==> config.mk <==
export PLATFORM = sky130hd
export DESIGN_NAME = axi_lite_reg_bank_flat
export DESIGN_NICKNAME = d
export VERILOG_FILES = /design/src/rtl/axi_lite_reg_bank_pkg.sv /design/src/rtl/axi_lite_reg_bank_if.sv /design/src/rtl/axi_lite_reg_bank_timer.sv /design/src/rtl/axi_lite_reg_bank.sv /design/src/flat_wrapper.sv
export SDC_FILE = /design/constraint.sdc
export NUM_CORES = 1
export LEC_CHECK = 0
export BUFFER_PORTS_ARGS = -buffer_cell sky130_fd_sc_hd__buf_2
export CORE_MARGIN = 4
export CORE_UTILIZATION = 58
export DETAILED_ROUTE_END_ITERATION = 7
export GPL_ROUTABILITY_DRIVEN = 1
export PLACE_DENSITY = 0.87
export SLEW_MARGIN = 15
export SYNTH_ARGS = -nofsm -noshare
export SYNTH_HDL_FRONTEND = slang
export SYNTH_SLANG_ARGS = --single-unit
==> constraint.sdc <==
create_clock -name clk -period 4.2 [get_ports clk]
set_input_delay 0.21 -clock clk [delete_from_list [all_inputs] [get_ports clk]]
set_output_delay 0.21 -clock clk [all_outputs]
set_load 0.02 [all_outputs]
==> src/rtl/axi_lite_reg_bank_pkg.sv <==
`default_nettype none
// +----------------------------------------------------------------------------+
// | axi_lite_reg_pkg : shared offsets, bit indices, FSM states, AXI responses    |
// | Rev 1.0                                                                      |
// +----------------------------------------------------------------------------+
package axi_lite_reg_pkg;

  localparam logic [7:0] REG_CONTROL = 8'h00;
  localparam logic [7:0] REG_STATUS  = 8'h04;
  localparam logic [7:0] REG_SCRATCH = 8'h08;
  localparam logic [7:0] REG_COUNTER = 8'h0C;
  localparam logic [7:0] REG_COMPARE = 8'h10;
  localparam logic [7:0] REG_VERSION = 8'h14;

  localparam int CTRL_EN_BIT      = 0;
  localparam int CTRL_IRQ_EN_BIT  = 1;
  localparam int CTRL_CLR_BIT     = 2;
  localparam int STATUS_MATCH_BIT = 0;

  localparam logic [1:0] AXI_RESP_OKAY   = 2'b00;
  localparam logic [1:0] AXI_RESP_EXOKAY = 2'b01;
  localparam logic [1:0] AXI_RESP_SLVERR = 2'b10;
  localparam logic [1:0] AXI_RESP_DECERR = 2'b11;

  typedef enum logic [2:0] {
    ST_IDLE    = 3'd0,
    ST_WR_WAIT = 3'd1,
    ST_RD_WAIT = 3'd2,
    ST_WR_ACK  = 3'd3,
    ST_RD_ACK  = 3'd4,
    ST_HOLD    = 3'd5
  } state_e;

endpackage
`default_nettype wire

==> src/rtl/axi_lite_reg_bank_if.sv <==
`default_nettype none
// +----------------------------------------------------------------------------+
// | axi_lite_reg_bank_if : user-side register request/strobe bus                 |
// | Rev 1.0                                                                      |
// +----------------------------------------------------------------------------+
interface axi_lite_reg_bank_if #(
  parameter int ADDR_WIDTH = 32,
  parameter int DATA_WIDTH = 32
);
  logic                  i_reg_in_rdy;
  logic                  o_reg_in_ack_stb;
  logic [ADDR_WIDTH-1:0] i_reg_address;
  logic [DATA_WIDTH-1:0] i_reg_in_data;
  logic                  i_reg_out_req;
  logic                  o_reg_out_rdy_stb;
  logic [DATA_WIDTH-1:0] o_reg_out_data;
  logic                  o_reg_invalid_addr;

  modport master (
    output i_reg_in_rdy, i_reg_address, i_reg_in_data, i_reg_out_req,
    input  o_reg_in_ack_stb, o_reg_out_rdy_stb, o_reg_out_data, o_reg_invalid_addr
  );

  modport slave (
    input  i_reg_in_rdy, i_reg_address, i_reg_in_data, i_reg_out_req,
    output o_reg_in_ack_stb, o_reg_out_rdy_stb, o_reg_out_data, o_reg_invalid_addr
  );
endinterface
`default_nettype wire

==> src/rtl/axi_lite_reg_bank_timer.sv <==
`default_nettype none
// +----------------------------------------------------------------------------+
// | axi_lite_reg_timer : free-running counter with compare match / pending flag  |
// | Rev 1.0                                                                      |
// +----------------------------------------------------------------------------+
module axi_lite_reg_timer
  import axi_lite_reg_pkg::*;
#(
  parameter int DATA_WIDTH = 32
) (
  input  logic                  clk,
  input  logic                  rst_n,
  input  logic                  en,
  input  logic                  clr,
  input  logic                  w1c,
  input  logic [DATA_WIDTH-1:0] compare,
  output logic [DATA_WIDTH-1:0] count,
  output logic                  pend
);

  logic [DATA_WIDTH-1:0] r_count;
  logic                  r_pend;
  logic                  w_match;

  assign w_match = en && (r_count == compare);

  always_ff @(posedge clk or negedge rst_n) begin
    if (!rst_n) begin
      r_count <= '0;
    end else if (clr) begin
      r_count <= '0;
    end else if (en) begin
      r_count <= r_count + DATA_WIDTH'(1);
    end
  end

  // A match on the same edge as a software clear keeps the flag set
  always_ff @(posedge clk or negedge rst_n) begin
    if (!rst_n) begin
      r_pend <= 1'b0;
    end else if (w_match) begin
      r_pend <= 1'b1;
    end else if (w1c) begin
      r_pend <= 1'b0;
    end
  end

  assign count = r_count;
  assign pend  = r_pend;

endmodule
`default_nettype wire

==> src/rtl/axi_lite_reg_bank.sv <==
`default_nettype none
// +----------------------------------------------------------------------------+
// | axi_lite_reg_bank : register bank behind the AXI-Lite slave user interface   |
// | Rev 1.0                                                                      |
// +----------------------------------------------------------------------------+
module axi_lite_reg_bank
  import axi_lite_reg_pkg::*;
#(
  parameter int          ADDR_WIDTH  = 32,
  parameter int          DATA_WIDTH  = 32,
  parameter int          WAIT_CYCLES = 0,
  parameter logic [31:0] VERSION_ID  = 32'h0001_0000
) (
  input  logic                clk,
  input  logic                rst_n,
  axi_lite_reg_bank_if.slave  bus,
  output logic                o_irq
);

  state_e                r_state;
  state_e                w_next_state;
  logic [3:0]            r_wait_cnt;
  logic                  w_wait_done;
  logic                  w_commit_wr;
  logic                  w_commit_rd;

  logic                  r_en;
  logic                  r_irq_en;
  logic [DATA_WIDTH-1:0] r_scratch;
  logic [DATA_WIDTH-1:0] r_compare;
  logic [DATA_WIDTH-1:0] w_count;
  logic                  w_pend;

  logic                  r_ack_stb;
  logic                  r_rdy_stb;
  logic [DATA_WIDTH-1:0] r_rd_data;
  logic                  r_invalid;
  logic                  r_irq;

  logic [7:0]            w_word;
  logic                  w_upper_zero;
  logic                  w_hit;
  logic                  w_valid;
  logic [DATA_WIDTH-1:0] w_rd_data;
  logic                  w_wr_ctrl;
  logic                  w_wr_status;

  // Low two address bits are byte lanes and do not take part in the decode
  assign w_word       = 8'(bus.i_reg_address) & 8'hFC;
  assign w_upper_zero = (bus.i_reg_address >> 8) == '0;
  assign w_valid      = w_hit && w_upper_zero;

  always_comb begin
    w_hit     = 1'b0;
    w_rd_data = '0;
    case (w_word)
      REG_CONTROL: begin
        w_hit                      = 1'b1;
        w_rd_data[CTRL_EN_BIT]     = r_en;
        w_rd_data[CTRL_IRQ_EN_BIT] = r_irq_en;
      end
      REG_STATUS: begin
        w_hit                       = 1'b1;
        w_rd_data[STATUS_MATCH_BIT] = w_pend;
      end
      REG_SCRATCH: begin w_hit = 1'b1; w_rd_data = r_scratch;               end
      REG_COUNTER: begin w_hit = 1'b1; w_rd_data = w_count;                 end
      REG_COMPARE: begin w_hit = 1'b1; w_rd_data = r_compare;               end
      REG_VERSION: begin w_hit = 1'b1; w_rd_data = DATA_WIDTH'(VERSION_ID); end
      default: ;
    endcase
  end

  assign w_wait_done = (r_wait_cnt == 4'd0);
  assign w_commit_wr = (r_state == ST_WR_WAIT) && w_wait_done;
  assign w_commit_rd = (r_state == ST_RD_WAIT) && w_wait_done;
  assign w_wr_ctrl   = w_commit_wr && w_valid && (w_word == REG_CONTROL);
  assign w_wr_status = w_commit_wr && w_valid && (w_word == REG_STATUS);

  always_ff @(posedge clk or negedge rst_n) begin
    if (!rst_n) begin
      r_state <= ST_IDLE;
    end else begin
      r_state <= w_next_state;
    end
  end

  always_comb begin
    w_next_state = r_state;
    case (r_state)
      ST_IDLE: begin
        if (bus.i_reg_in_rdy) begin
          w_next_state = ST_WR_WAIT;
        end else if (bus.i_reg_out_req) begin
          w_next_state = ST_RD_WAIT;
        end
      end
      ST_WR_WAIT: if (w_wait_done) w_next_state = ST_WR_ACK;
      ST_RD_WAIT: if (w_wait_done) w_next_state = ST_RD_ACK;
      ST_WR_ACK:  w_next_state = ST_HOLD;
      ST_RD_ACK:  w_next_state = ST_HOLD;
      // Stay here until the requester lets go, so a held request is not re-served
      ST_HOLD: if (!bus.i_reg_in_rdy && !bus.i_reg_out_req) w_next_state = ST_IDLE;
      default: w_next_state = ST_IDLE;
    endcase
  end

  always_ff @(posedge clk or negedge rst_n) begin
    if (!rst_n) begin
      r_wait_cnt <= 4'd0;
    end else if (r_state == ST_IDLE) begin
      r_wait_cnt <= 4'(WAIT_CYCLES);
    end else if (!w_wait_done) begin
      r_wait_cnt <= r_wait_cnt - 4'd1;
    end
  end

  always_ff @(posedge clk or negedge rst_n) begin
    if (!rst_n) begin
      r_en      <= 1'b0;
      r_irq_en  <= 1'b0;
      r_scratch <= '0;
      r_compare <= '0;
    end else if (w_commit_wr && w_valid) begin
      case (w_word)
        REG_CONTROL: begin
          r_en     <= bus.i_reg_in_data[CTRL_EN_BIT];
          r_irq_en <= bus.i_reg_in_data[CTRL_IRQ_EN_BIT];
        end
        REG_SCRATCH: r_scratch <= bus.i_reg_in_data;
        REG_COMPARE: r_compare <= bus.i_reg_in_data;
        default: ;
      endcase
    end
  end

  always_ff @(posedge clk or negedge rst_n) begin
    if (!rst_n) begin
      r_ack_stb <= 1'b0;
      r_rdy_stb <= 1'b0;
      r_rd_data <= '0;
      r_invalid <= 1'b0;
      r_irq     <= 1'b0;
    end else begin
      r_ack_stb <= w_commit_wr;
      r_rdy_stb <= w_commit_rd;
      r_irq     <= w_pend && r_irq_en;
      if (w_commit_rd) begin
        r_rd_data <= w_valid ? w_rd_data : '0;
      end
      if ((r_state == ST_IDLE) && (bus.i_reg_in_rdy || bus.i_reg_out_req)) begin
        r_invalid <= 1'b0;
      end else if (w_commit_wr || w_commit_rd) begin
        r_invalid <= !w_valid;
      end
    end
  end

  axi_lite_reg_timer #(
    .DATA_WIDTH (DATA_WIDTH)
  ) u_timer (
    .clk     (clk),
    .rst_n   (rst_n),
    .en      (r_en),
    .clr     (w_wr_ctrl && bus.i_reg_in_data[CTRL_CLR_BIT]),
    .w1c     (w_wr_status && bus.i_reg_in_data[STATUS_MATCH_BIT]),
    .compare (r_compare),
    .count   (w_count),
    .pend    (w_pend)
  );

  assign bus.o_reg_in_ack_stb   = r_ack_stb;
  assign bus.o_reg_out_rdy_stb  = r_rdy_stb;
  assign bus.o_reg_out_data     = r_rd_data;
  assign bus.o_reg_invalid_addr = r_invalid;
  assign o_irq                  = r_irq;

endmodule
`default_nettype wire
==> src/flat_wrapper.sv <==
// flat-port wrapper written by rule: the top's interface ports become plain ports
module axi_lite_reg_bank_flat import axi_lite_reg_pkg::*;
#(
  parameter int          ADDR_WIDTH  = 32,
  parameter int          DATA_WIDTH  = 32,
  parameter int          WAIT_CYCLES = 0,
  parameter logic [31:0] VERSION_ID  = 32'h0001_0000
)
  (clk, rst_n, o_irq, bus_i_reg_in_rdy, bus_i_reg_address, bus_i_reg_in_data, bus_i_reg_out_req, bus_o_reg_in_ack_stb, bus_o_reg_out_rdy_stb, bus_o_reg_out_data, bus_o_reg_invalid_addr);
  axi_lite_reg_bank_if #(.ADDR_WIDTH(ADDR_WIDTH), .DATA_WIDTH(DATA_WIDTH)) bus_i ();
  input  logic clk;
  input  logic rst_n;
  output logic o_irq;
  input wire logic [$bits(bus_i.i_reg_in_rdy)-1:0] bus_i_reg_in_rdy;
  input wire logic [$bits(bus_i.i_reg_address)-1:0] bus_i_reg_address;
  input wire logic [$bits(bus_i.i_reg_in_data)-1:0] bus_i_reg_in_data;
  input wire logic [$bits(bus_i.i_reg_out_req)-1:0] bus_i_reg_out_req;
  output wire logic [$bits(bus_i.o_reg_in_ack_stb)-1:0] bus_o_reg_in_ack_stb;
  output wire logic [$bits(bus_i.o_reg_out_rdy_stb)-1:0] bus_o_reg_out_rdy_stb;
  output wire logic [$bits(bus_i.o_reg_out_data)-1:0] bus_o_reg_out_data;
  output wire logic [$bits(bus_i.o_reg_invalid_addr)-1:0] bus_o_reg_invalid_addr;
  assign bus_i.i_reg_in_rdy = bus_i_reg_in_rdy;
  assign bus_i.i_reg_address = bus_i_reg_address;
  assign bus_i.i_reg_in_data = bus_i_reg_in_data;
  assign bus_i.i_reg_out_req = bus_i_reg_out_req;
  assign bus_o_reg_in_ack_stb = bus_i.o_reg_in_ack_stb;
  assign bus_o_reg_out_rdy_stb = bus_i.o_reg_out_rdy_stb;
  assign bus_o_reg_out_data = bus_i.o_reg_out_data;
  assign bus_o_reg_invalid_addr = bus_i.o_reg_invalid_addr;
  axi_lite_reg_bank #(.ADDR_WIDTH(ADDR_WIDTH), .DATA_WIDTH(DATA_WIDTH), .WAIT_CYCLES(WAIT_CYCLES), .VERSION_ID(VERSION_ID)) u_core (.clk(clk), .rst_n(rst_n), .bus(bus_i), .o_irq(o_irq));
endmodule
==> results of run 1 <==
## cell families after synthesis
family | Yosys count
and+or+nand+nor | 174
DFF | 142
muxes | 98
AOI/OAI and AO/OA | 81
xor gates and xnor gates | 67
buffers and inverters | 50
adders and majority gates | 3
## worst paths after layout
| check | startpoint | to | slack (ns) |
|---|---|---|---|
| setup / recovery | u_core.r_wait_cnt[0] | u_core.r_scratch[11] | 1.18 |
| min in group asynchronous | rst_n | u_core.u_timer.count[7] | 0.48 |
| setup reg to reg | u_core.r_wait_cnt[0] | u_core.r_scratch[11] | 1.18 |
| hold / removal | bus_i_reg_in_data[25] | u_core.r_scratch[25] | 0.02 |
| hold reg to reg | u_core.r_scratch[12] | u_core.r_scratch[12] | 0.49 |
| max in group asynchronous | rst_n | u_core.r_scratch[21] | 2.68 |
## registers in the layout (all words and copies together) (netlist names)
name / count
u_core.u_timer.pend: 1
u_core.bus.o_reg_out_rdy_stb: 1
u_core.bus.o_reg_in_ack_stb: 1
u_core.bus.o_reg_out_data: 32
u_core.r_scratch: 32
u_core.o_irq: 1
u_core.bus.o_reg_invalid_addr: 1
u_core.r_state: 3
u_core.r_irq_en: 1
u_core.u_timer.count: 32
u_core.r_en: 1
u_core.r_wait_cnt: 4
u_core.r_compare: 32
## cell usage in the layout, fill, tap and decap left out, types with 19 or more instances in the layout
| master | instances |
|---|---|
| sky130_fd_sc_hd__xor2_1 | 41 |
| sky130_fd_sc_hd__mux2_4 | 30 |
| sky130_fd_sc_hd__o21ai_0 | 36 |
| sky130_fd_sc_hd__dfrtp_1 | 142 |
| sky130_fd_sc_hd__nand2_1 | 47 |
| sky130_fd_sc_hd__xnor2_1 | 26 |
| sky130_fd_sc_hd__buf_2 | 100 |
| sky130_fd_sc_hd__mux2_2 | 20 |
| sky130_fd_sc_hd__nor2_1 | 45 |
| sky130_fd_sc_hd__nand4_1 | 19 |
| sky130_fd_sc_hd__a22o_1 | 29 |
| sky130_fd_sc_hd__mux2i_1 | 31 |
## cell type report
| type | instances | share of cell area (%) |
|---|---|---|
| inverters | 7 | 0.319 |
| flip-flops and latches | 142 | 43.2 |
| repair buffers | 111 | 7.32 |
| clock buffers | 26 | 5.95 |
| well taps | 147 | 2.24 |
| multi-input cells | 423 | 40.0 |
| clock inverters | 6 | 1.00 |
## worst reg2reg max path: stages, from the launching register on
cell,delay (ns)
sky130_fd_sc_hd__dfrtp_1,0.38
sky130_fd_sc_hd__inv_1,0.13
sky130_fd_sc_hd__ha_1,0.15
sky130_fd_sc_hd__nor3b_2,0.61
sky130_fd_sc_hd__nand3_1,0.26
sky130_fd_sc_hd__nor3_1,0.26
sky130_fd_sc_hd__nand2_2,0.55
sky130_fd_sc_hd__mux2_1,0.55
## synth_stat cells (all sizes together) (14+ instances only)
cell type and count:
nor2 46, mux2i 31, nand4 21, nand2 48, nor4 14, xor2 41
dfrtp 142, o21ai 36, clkbuf 16, xnor2 26, a22o 29, mux2 67
buf 27
## layer usage
| metal | global-route usage (%) | vias to the layer above | share of wire [%] |
|---|---|---|---|
| li1 | - | 2344 | - |
| met1 | 30.6 | 2620 | 40 |
| met2 | 42.9 | 190 | 51 |
| met3 | 5.27 | 42 | 5.9 |
| met4 | 12.0 | 0 | 2.6 |
| met5 | 0 | - | 0 |
## metrics by stage
| stage | area, um^2 | instances |
|---|---|---|
| finish | 8220 | 862 |
| global route | 8220 | 862 |
| CTS | 8220 | 862 |
| detailed placement | 7640 | 829 |
| global placement | 7640 | 829 |
| floorplan | 7120 | 615 |
## power breakdown
group / internal, mW / switching (mW) / total [mW]
combinational: 0.0886 / 0.169 / 0.258
clock: 0.918 / 0.542 / 1.46
sequential: 1.40 / 0.0393 / 1.44
==> metrics.cfg, run 1 <==
[floorplanning]
placement_rows = 40
die_width_um = 119
boundaryPins = 104
placeableCoreArea_mm2 = 0.0120
die-area_mm2 = 0.0141
die_span_y_um = 119
initial_core_util_pct = 59.3

[detailed_routing]
wirelength_um = 17300
firstDrtPassIters = 8
remaining_drc_errors = 0
dr_total_vias = 5196
routed_via_density = 6.03
post_route_antenna_net_violation_count = 0
detailed_route_wire_length_per_cell_um = 20.0
number_of_drc_markers_in_iteration_0 = 411

[setup_path]
critPathRequiredTime_ns = 4.49
criticalPathCategory = reg2reg
stages_on_the_worst_setup_path = 7
crit_path_cell_chain = inv_1 -> ha_1 -> nor3b_2 -> nand3_1 -> nor3_1 -> nand2_2 -> mux2_1
cpMaxStageDelayCell = sky130_fd_sc_hd__nor3b_2
worstSetupEndpointType = flip-flop
max_stage_delay_ns = 0.61
worst_setup_path_start_kind = flip-flop
worst-endpoint-arrival_ns = 3.31
critPathTopFamily = simple AND/OR/NAND/NOR gates
crit_path_max_fanout = 32
reg2regPathDepth = 7
critPathBufInv = 1

[sta]
hold_slack_ns = 0.0213
finalSetupViolations = 0
final-hold-violation-count = 0
final.setup.tns_ns = 0
timing.fmax_mhz = 332
rsz_0062_raised_after_global_routing = no
slew_headroom_pct = 34.5
clock-skew-final_ns = 0.00574
tightest_slew_ns = 0.982
slew_violations = 0
finalCritPeriodShare_pct = 71.8
final_critical_path_setup_slack_ns = 1.18
min_period_ns = 3.02

[clock_tree]
clock_tree.buffer_depth = 2
clock_insertion_delay_worst_skew_ns = 0.42
cts_tree = built
post-cts-setup-buffer-count = 0
cts_htree_levels = 4
cts_made_buffers = 17
cts_num_sinks = 142
clk_transition_reported_paths_ns = 0.05
ctsRootBufferMaster = sky130_fd_sc_hd__clkbuf_16
ctsResizeCount = 0
cts_hold_buffers = 1

[yosys]
syn_nets = 686
synth.area.mux_share_pct = 16.5
synth_simple_gate_area_share_pct = 13.0
number_of_distinct_standard_cells_referenced_by_the_synthesized_netlist = 50
complex_gate_fraction_of_the_synthesized_area_pct = 7.68
post_synth_fa_ha_maj_area_fraction_pct = 0.527
synthXorXnorAreaFrac_pct = 8.24
synth_top_family_by_area = multiplexers
yosys_warn_count = 0
syn_inst = 615
synth_top_cells_by_area = sky130_fd_sc_hd__dfrtp_1 (50%), sky130_fd_sc_hd__mux2_4 (6.3%), sky130_fd_sc_hd__xor2_1 (5.0%)
synth_enable_flop_cells = 0
syn_area_mm2 = 0.00712
netlist.top_cell.by_area = sky130_fd_sc_hd__dfrtp_1
synth_async_sr_flop_share_pct = 100
synthDominantCellAreaShare_pct = 49.9
synth_flop_cell = sky130_fd_sc_hd__dfrtp_1
ys_seq_area_share_pct = 49.9
ys_seq_elements = 142
post_synth.cell_area_avg_um2 = 11.6

[layout]
synthToLayoutAreaGrowth_pct = 15.5
final.fill_count = 843
layout-drive-gt1-share_pct = 27.8
nets = 773
regArea_mm2 = 0.00355
finalCoreUtilization_pct = 68.5
multi_input_area_mm2 = 0.00329
insertedDiodeCount = 0

[pwr]
vdd_drop_max_uv = 290
sum_of_internal_switching_and_leakage_power_mw = 3.16
power_density_mw_per_mm2 = 384
total_leakage_power_nw = 3.85

[grt]
globalRouteOverflowTotal = 0
grt_pass1_vias = 5490
grt_antenna_before_repair = 0
largest_net_degree_at_the_start_of_global_routing = 110
global_route_wire_length_before_repair_um = 28000
grt_usage_pct = 25.2

[place]
place_hpwl_um = 11400
placement.io_buffers = 101
pre_cts_slack_ns = 1.22
gp_congestion = 0.882

[min_path]
holdPathStages = 2
worstHoldPathType = in2reg

[run_status]
run_status = completed

[run]
cap_violations = 0

Power figures use the tool's default switching activity.
==> inputs of run 2 (changes only) <==
ABC_AREA = 1   (was not set)
CORE_UTILIZATION = 52   (was 58)
PLACE_DENSITY = 0.82   (was 0.87)
clock period = 2.4 ns   (was 4.2 ns; I/O delays follow)
==> run 2 against run 1 <==
Sequential cell count unchanged. Final area increased by 11%. Sequential share of layout area is 4.2 points lower. Maximum frequency increased by 50%. Clock skew grew 0.0015 ns. Routed wire length up 10%. Register-to-register slack worse by 0.79 ns. First-iteration DRC count grew 65%. Synthesized area rose by 4.6%. Global-route usage fell by 0.40 points. Power up 94%. Clock power grew 96%.
==> metrics.cfg, run 2 <==
[sta]
slew_headroom_pct = 41.2
final-hold-violation-count = 0
clock-skew-final_ns = 0.00727
rsz_0062_raised_after_global_routing = no
finalSetupViolations = 0
final.setup.tns_ns = 0
finalCritPeriodShare_pct = 83.6
hold_slack_ns = 0.0941
slew_violations = 0
tightest_slew_ns = 0.881
min_period_ns = 2.01
timing.fmax_mhz = 498

[detailed_routing]
firstDrtPassIters = 8
post_route_antenna_net_violation_count = 0
routedLengthMet1_um = 8450
number_of_drc_markers_in_iteration_0 = 678
detailed_route_wire_length_per_cell_um = 14.6
wirelength_um = 19000
dr_total_vias = 6911
remaining_drc_errors = 0
routed_via_density = 5.31
dr_wl_met3_um = 1180
maxUsedRoutingLayer = met4
met2_length_um = 9070

[yosys]
syn_area_mm2 = 0.00745
ys_seq_elements = 142
synth.most_common_cell = sky130_fd_sc_hd__nand2_1
ys_seq_area_share_pct = 47.7
synth_top_cells_by_area = sky130_fd_sc_hd__dfrtp_1 (48%), sky130_fd_sc_hd__nand2_1 (12%), sky130_fd_sc_hd__inv_1 (7.1%)
post_synth.cell_area_avg_um2 = 7.66
synth_async_sr_flop_share_pct = 100
syn_inst = 973
number_of_distinct_standard_cells_referenced_by_the_synthesized_netlist = 35
netlist.top_cell.by_area = sky130_fd_sc_hd__dfrtp_1
synth_enable_flop_cells = 0
syn_nets = 1044
synth.cells.most_frequent = sky130_fd_sc_hd__nand2_1 (239), sky130_fd_sc_hd__dfrtp_1 (142), sky130_fd_sc_hd__inv_1 (141)
synthDominantCellAreaShare_pct = 47.7
synth_flop_cell = sky130_fd_sc_hd__dfrtp_1
yosys_warn_count = 0

[layout]
layout-drive-gt1-share_pct = 17.1
final_cells = 1302
regArea_mm2 = 0.00355
mostFrequentLayoutCells = sky130_fd_sc_hd__nand2_1 (239), sky130_fd_sc_hd__dfrtp_1 (142), sky130_fd_sc_hd__inv_1 (141)
multi_input_area_mm2 = 0.00316
insertedDiodeCount = 0
final.fill_count = 1187
nets = 1180
synthToLayoutAreaGrowth_pct = 22.3
final_common_cell = sky130_fd_sc_hd__nand2_1

[setup_path]
max_stage_delay_ns = 0.39
critPathRequiredTime_ns = 2.69
worstSetupEndpointType = flip-flop
reg2reg_from = u_core.r_wait_cnt[0]
criticalPathCategory = reg2reg
worst_setup_path_start_kind = flip-flop
cpMaxStageDelayCell = sky130_fd_sc_hd__dfrtp_1
crit_path_start = u_core.r_wait_cnt[0]
reg2regPathDepth = 8
worst-endpoint-arrival_ns = 2.30
reg2reg_slack_ns = 0.39
crit_path_max_fanout = 34
crit_path_cell_chain = inv_1 -> ha_1 -> nand3_1 -> nor2_2 -> nand2_4 -> nor2_4 -> buf_4 -> o21ai_0

[pwr]
vdd_drop_max_uv = 437
power_density_mw_per_mm2 = 672
total_leakage_power_nw = 4.68

[min_path]
worstHoldPathType = in2reg
holdPathStages = 4
hold_path.startpoint = bus_i_reg_out_req

[floorplanning]
die_span_y_um = 128
boundaryPins = 104
die-area_mm2 = 0.0163
die_width_um = 128
placement_rows = 43
initial_core_util_pct = 53.5
placeableCoreArea_mm2 = 0.0139

[grt]
grt_antenna_before_repair = 0
grt_usage_pct = 24.8
globalRouteOverflowTotal = 0
global_route_wire_length_before_repair_um = 32600
largest_net_degree_at_the_start_of_global_routing = 58
grt_pass1_vias = 6754

[run_status]
run_status = completed

[run]
cap_violations = 0

[place]
placement.io_buffers = 101
place_hpwl_um = 13400
place_inst = 1236
gp_congestion = 0.951

[clock_tree]
clock_insertion_delay_worst_skew_ns = 0.43
ctsRootBufferMaster = sky130_fd_sc_hd__clkbuf_16
cts_made_buffers = 17
cts_num_sinks = 142
post-cts-setup-buffer-count = 0
cts_htree_levels = 4
clk_transition_reported_paths_ns = 0.06
cts_tree = built
clock_tree.buffer_depth = 2
ctsResizeCount = 0

[run 2: logic make-up (layout without fill, tap and decap cells)]
family	after synthesis	in the layout	synth area share (%)
and+or+nand+nor	455	455	26.4
buffers and inverters	179	328	9.94
AOI/OAI and AO/OA	170	170	12.6
DFF	142	142	47.7
xor gates and xnor gates	24	24	2.82
adders and majority gates	3	3	0.504
[run 2: path summary, 6_finish.rpt]
check,to
setup / recovery,u_core.r_compare[17]
hold / removal,u_core.bus.o_reg_invalid_addr
setup reg to reg,u_core.r_compare[17]
hold reg to reg,u_core.bus.o_reg_out_data[3]
max in group asynchronous,u_core.u_timer.count[23]
min in group asynchronous,u_core.r_compare[4]
[run 2: layout make-up]
| class | instances | area share (%) |
|---|---|---|
| repair buffers | 152 | 10.9 |
| clock inverters | 11 | 1.77 |
| well taps | 180 | 2.47 |
| multi-input cells | 652 | 34.6 |
| clock buffers | 21 | 5.27 |
| inverters | 144 | 5.93 |
| flip-flops and latches | 142 | 39.0 |
[run 2: layer usage]
layer	up-vias	GRT usage, %
met4	0	7.87
met1	3268	33.2
met2	239	41.0
met3	28	4.75
met5	-	0
li1	3376	-
[run 2: power breakdown]
part / total [mW] / internal (mW) / leakage (nW) / switching [mW]
sequential: 2.56 / 2.50 / 1.64 / 0.0611
combinational: 0.703 / 0.247 / 2.73 / 0.457
clock: 2.86 / 1.84 / 0.319 / 1.02
[run 2: critical path, delay by kind of cell, from the launching register on]
kind	cells	cell delay (ns)
AOI/OAI and AO/OA	1	0.15
buffers and inverters	2	0.42
adders and majority gates	1	0.15
and+or+nand+nor	4	0.74
DFF	1	0.39
[run 2: timing repair]
item,4_1_cts,5_1_grt
hold buffers,34,0
setup endpoints to repair,0,0
endpoints found under the hold margin,119,0
[run 2: metrics by stage]
stage                     setup slack (ns)  power, mW  utilization, %  instance area (um^2)
after floorplan                      0.788       2.98               -                  7450
final                                0.393       6.12            65.4                  9110
after detailed placement             0.402       3.27            58.3                  8130
after CTS                            0.385       6.17            65.4                  9110
after global routing                 0.166       6.35            65.4                  9110
after global placement               0.501       3.26            58.3                  8130
